[src/rtl/adder_result_fifo.sv]
// Result FIFO behind the registered 4-bit adder: captures {Overflow, Sum} one cycle after En
// and presents entries first-word-fall-through over valid/ready. Optional macro: ADDER_OVF_COUNT_EN.
module adder_result_fifo #(
  parameter int WIDTH  = 4,
  parameter int DEPTH  = 4,
  parameter int ADDR_W = 2
) (
  input  logic              Clk,
  input  logic              Rst_n,
  input  logic              En,
  input  logic [WIDTH-1:0]  Sum,
  input  logic              Overflow,
  input  logic              Out_Ready,
  output logic              Out_Valid,
  output logic [WIDTH-1:0]  Out_Data,
  output logic              Out_Ovf,
  output logic              Full,
  output logic              Empty,
  output logic [ADDR_W:0]   Count,
  output logic              Drop,
  output logic [7:0]        Ovf_Count
);

  localparam logic [ADDR_W:0] FULL_CNT = (ADDR_W+1)'(DEPTH);

  logic [WIDTH:0]    mem_q [DEPTH];
  logic [ADDR_W-1:0] wr_ptr_q, wr_ptr_d;
  logic [ADDR_W-1:0] rd_ptr_q, rd_ptr_d;
  logic [ADDR_W:0]   count_q, count_d;
  logic              pend_q;
  logic              drop_q, drop_d;
  logic              push, pop;
  logic [WIDTH:0]    head;

  assign Empty     = (count_q == '0);
  assign Full      = (count_q == FULL_CNT);
  assign Out_Valid = !Empty;
  assign Count     = count_q;
  assign Drop      = drop_q;
  assign head      = mem_q[rd_ptr_q];
  assign Out_Data  = Empty ? '0 : head[WIDTH-1:0];
  assign Out_Ovf   = Empty ? 1'b0 : head[WIDTH];

  // A full FIFO can still accept a pending result when the head leaves in the same cycle.
  always_comb begin
    pop      = Out_Valid && Out_Ready;
    push     = pend_q && (!Full || pop);
    drop_d   = pend_q && Full && !pop;
    wr_ptr_d = wr_ptr_q;
    rd_ptr_d = rd_ptr_q;
    count_d  = count_q;
    if (push) wr_ptr_d = wr_ptr_q + ADDR_W'(1);
    if (pop)  rd_ptr_d = rd_ptr_q + ADDR_W'(1);
    case ({push, pop})
      2'b10:   count_d = count_q + (ADDR_W+1)'(1);
      2'b01:   count_d = count_q - (ADDR_W+1)'(1);
      default: count_d = count_q;
    endcase
  end

  always_ff @(posedge Clk or negedge Rst_n) begin
    if (!Rst_n) begin
      wr_ptr_q <= '0;
      rd_ptr_q <= '0;
      count_q  <= '0;
      pend_q   <= 1'b0;
      drop_q   <= 1'b0;
    end else begin
      wr_ptr_q <= wr_ptr_d;
      rd_ptr_q <= rd_ptr_d;
      count_q  <= count_d;
      pend_q   <= En;
      drop_q   <= drop_d;
    end
  end

  always_ff @(posedge Clk) begin
    if (push) mem_q[wr_ptr_q] <= {Overflow, Sum};
  end

`ifdef ADDER_OVF_COUNT_EN
  logic [7:0] ovf_cnt_q, ovf_cnt_d;

  always_comb begin
    ovf_cnt_d = ovf_cnt_q;
    if (push && Overflow && (ovf_cnt_q != '1)) ovf_cnt_d = ovf_cnt_q + 8'd1;
  end

  always_ff @(posedge Clk or negedge Rst_n) begin
    if (!Rst_n) ovf_cnt_q <= '0;
    else        ovf_cnt_q <= ovf_cnt_d;
  end

  assign Ovf_Count = ovf_cnt_q;
`else
  assign Ovf_Count = '0;
`endif

endmodule

[config.mk]
export PLATFORM = sky130hd
export DESIGN_NAME = adder_result_fifo
export DESIGN_NICKNAME = d
export VERILOG_FILES = /design/src/rtl/adder_result_fifo.sv
export SDC_FILE = /design/constraint.sdc
export NUM_CORES = 1
export LEC_CHECK = 0
export CAP_MARGIN = 20
export CORE_ASPECT_RATIO = 0.5
export CORE_MARGIN = 2
export CORE_UTILIZATION = 30
export CTS_CLUSTER_DIAMETER = 30
export CTS_CLUSTER_SIZE = 30
export DETAILED_ROUTE_END_ITERATION = 16
export PLACE_DENSITY_LB_ADDON = 0.05
export SLEW_MARGIN = 20
export SYNTH_ARGS = -nofsm -noshare
export SYNTH_HDL_FRONTEND = slang
export SYNTH_SLANG_ARGS = --single-unit
[constraint.sdc]
create_clock -name Clk -period 5.2 [get_ports Clk]
set_input_delay 1.04 -clock Clk [delete_from_list [all_inputs] [get_ports Clk]]
set_output_delay 1.04 -clock Clk [all_outputs]
set_load 0.1 [all_outputs]
Yosys cells after proc, flatten, opt, wreduce, memory -nomap -nowiden
Memory sizes are Yosys's and may differ from the RTL's. Cells that the tools add are included.

Register bits: 9. Memory bits (writable): 20. Input bits: 9. Memories: 1.

$add $sub $neg: 4. Eq/ne operators: 3. Mux-type cells: 5. Reduce and logical (&&, ||, !) cells: 10.

Memories: mem_q (depth 4, width 5, read ports 1, clocked after Yosys merged registers in 0, write ports 1, line 26) `logic [WIDTH:0] mem_q [DEPTH];`.

Operators by type and width (number): $pmux 3 s2 (1); $add 2x1->2 const B (2); $logic_and 1x1->1 (4); $mux 4 (1); $add 3x1->3 const B (1); $eq 3x3->1 const B (1); $logic_not 1->1 (3); $logic_not 3->1 (1); $mux 1 (3); $sub 3x1->3 const B (1); $eq 2x1->1 const B (1); $eq 2x2->1 const B (1); $reduce_bool 2->1 (1); $logic_or 1x1->1 (1).

Logic depth before layout (Yosys ltp)
Word-level depth: 7. Mapped depth: 8.

Least setup slack after synthesis
No wires, ideal clock.

Path kind: reg2out. From: register count_q[1], in the netlist Count[1]. To: output port Out_Data[0]. Arrival time: 3100 ps. Required time: 4160 ps. Path slack: 1060 ps. Cell stages (with the launch flop): 4. Path buffers: 1. Cells stage by stage: dfrtp_1 -> or3_2 -> clkbuf_1 -> and2_1.

Cells in the longest elaborated chain, start to end: 2.

RTL lines: start, declared (line 29) `logic [ADDR_W:0] count_q, count_d;`; start signal, assigned (line 71) `count_q <= count_d;`; $logic_not 3->1 (line 35) `assign Empty = (count_q == '0);`; $mux 4 (line 41) `assign Out_Data = Empty ? '0 : head[WIDTH-1:0];`; end, declared (line 15) `output logic [WIDTH-1:0] Out_Data,`.

No other way between the ends.

Worst setup path after layout
From: register count_q[0], in the netlist Count[0]. To: output port Empty.

Cells in the longest elaborated chain, start to end: 1.

RTL lines: $logic_not 3->1 (line 35); end, declared (line 18) `output logic Empty,`.

No other way between the ends.

==> impl_metrics.yaml <==
yosys:
  synth_area_per_cell_um2: 14.5
  ys_types: 35
  synth_seq_area_share: 0.587
  async_reset_ff_frac: 0.310
  netlist_top_cells_area: "edfxtp_1 43%, dfrtp_1 16%, mux4_2 8.0%, buf_4 4.3%, ha_1 3.6%"
  yosys_register_bits: 29
  synth_top_area_cell: "edfxtp_1"
  synth.cell_area_mm2: 0.00141
  yosys_warnings: 0
  synth_cells: 97
  synth_edf_count: 20
  synth_ff_type: "edfxtp_1"
  synth_top_cell_area_share: 0.427
floorplanning:
  die_h_um: 52.4
  core_area_mm2: 0.00445
  rows: 17
  ios: 29
  initial_core_util: 0.316
  design.die.area_mm2: 0.00528
  die_x_um: 101
clocking:
  cts_root_buf: "clkbuf_8"
  cts_resized: 0
  cts_hold_buf: 0
  numCtsBuffers: 5
  cts_setup_buffers: 0
  clkTransAtPathRegs_ps: 60
  htreeDepth: 2
  clk_latency_ps: 270
  clock-sinks: 29
  cts_tree: "yes"
  cts_buffer_depth: 2
layout:
  nets: 132
  register_area_um2: 826
  fill_cells: 417
  drive_gt1_frac: 0.185
  post-route-util: 0.388
  finalNonFillerCells: 176
  antenna_cells: 0
  area_delta_synth_final_pct: 22.8
  final_cell_mix: "20 x clkdlybuf4s50_1, 20 x edfxtp_1, 9 x dfrtp_1"
  multi_input_area_um2: 493
place:
  pre_cts_slack_ps: 1680
  place_congestion: 0.681
  dp_hpwl_um: 1700
  placed_cells_incl_taps: 168
  io_buffers: 20
global_routing:
  grt_pass1_wl_um: 4000
  overflow: 0
  grt_pass1_vias: 783
  antenna_found_initial: 0
  grt_max_degree: 13
  grt_usage: 0.107
detailed_routing:
  num_vias: 775
  wirelength_um: 2490
  detail_route.wl_per_cell_um: 14.1
  dr.pass1.iters: 4
  via_per_inst: 4.40
  ant_nets: 0
  first_iter_violations: 21
  drc_errors: 0
critical_path:
  critPathLaunchType: "flop"
  ff2ff_setup_slack_ps: 2690
  reg2reg_from: "Count[1]"
  worstSetupEndpointType: "primary output"
  r2r_cells: 7
  crit_fanout: 9
  cp.required_ps: 4160
  path_class: "reg2out"
  cp.arrival_ps: 2590
  r2r-end: "Count[2]"
min_path:
  whs_endpoint: "wr_ptr_q[1]"
  worstHoldStart: "wr_ptr_q[1]"
  whs_path_depth: 1
  hp-class: "reg2reg"
timing:
  fin_crit_sh: 0.698
  setup_viol: 0
  worst_slew_pin_slew_ps: 981
  fin_ws_ps: 1570
  rsz0062_at_grt: "false"
  finalHoldViolCount: 0
  slew_violations: 0
  clock_skew_ps: 2.37
  fin_crit_ps: 3630
  slew-limit-headroom: 0.344
  finalSetupTns_ps: 0
  timing.fmax_ghz: 0.275
outcome:
  outcome: "finished, final reports clean"
job:
  maxCapViolations: 0
## registers in the layout (all words and copies together) (netlist names)
| register | count |
|---|---|
| Count | 3 |
| Drop | 1 |
| mem_q | 20 |
| pend_q | 1 |
| rd_ptr_q | 2 |
| wr_ptr_q | 2 |
## worst max-delay path: stages, from the launching register on
cell             delay (ps)
dfrtp_1                 460
or3_2                   640
inv_1                    90
clkdlybuf4s50_1        1120
## cells in the mapped netlist, types with 2 or more instances
cell type / n
edfxtp_1: 20
dfrtp_1: 9
buf_4: 8
inv_1: 7
and2_1: 5
mux4_2: 5
and2_2: 4
ha_1: 4
xnor2_1: 4
clkbuf_1: 2
nand2_1: 2
nand3_1: 2
o21a_1: 2
o21ai_0: 2
## cells by family (layout without fill, tap and decap cells)
| family | Yosys count | in the layout | synth area share |
|---|---|---|---|
| multiplexers | 7 | 7 | 0.0979 |
| AND/OR/NAND/NOR | 21 | 21 | 0.0997 |
| AO/OA/AOI/OAI | 9 | 9 | 0.0507 |
| XOR/XNOR | 5 | 5 | 0.0311 |
| flip-flops | 29 | 29 | 0.587 |
| buffers and inverters | 20 | 35 | 0.0810 |
| other | 1 | 8 | 0.00267 |
| adder cells (fa/ha/maj) | 5 | 5 | 0.0498 |
## how the worst max path moves through the flow
stage	from	endpoint	slack (ps)	depth (start not counted)
global placement	Out_Ready	Count[2]	1740	7
finish	Count[0]	Empty	1570	3
CTS	Count[0]	Empty	1540	3
floorplan	Count[1]	Out_Data[0]	1060	3
detailed placement	Out_Ready	Count[2]	1680	7
global route	rd_ptr_q[0]	Out_Data[3]	1470	3
## through the flow
step / instance area (µm²) / hold slack (ps)
after floorplan: 1430 / 535
after global placement: 1620 / 588
after detailed placement: 1620 / 583
after CTS: 1730 / 605
after global routing: 1730 / 632
final: 1730 / 613
## layout make-up
type / count / area share
Inverter: 7 / 0.0152
Clock buffer: 5 / 0.0399
Tap cell: 57 / 0.0413
Timing Repair Buffer: 20 / 0.116
Multi-Input combinational cell: 55 / 0.286
Sequential cell: 29 / 0.478
Clock inverter: 3 / 0.0239
## layer usage
| metal | global-route usage | vias to the layer above | wire [µm] |
|---|---|---|---|
| li1 | - | 371 | - |
| met1 | 0.146 | 374 | 1270 |
| met2 | 0.156 | 26 | 1020 |
| met3 | 0.0480 | 4 | 171 |
| met4 | 0.0274 | 0 | 23 |
| met5 | 0 | - | 0 |
Power is left out: the tool's default activity adds up to more than one toggle a clock period on the data nets, which glitch-free logic cannot reach.
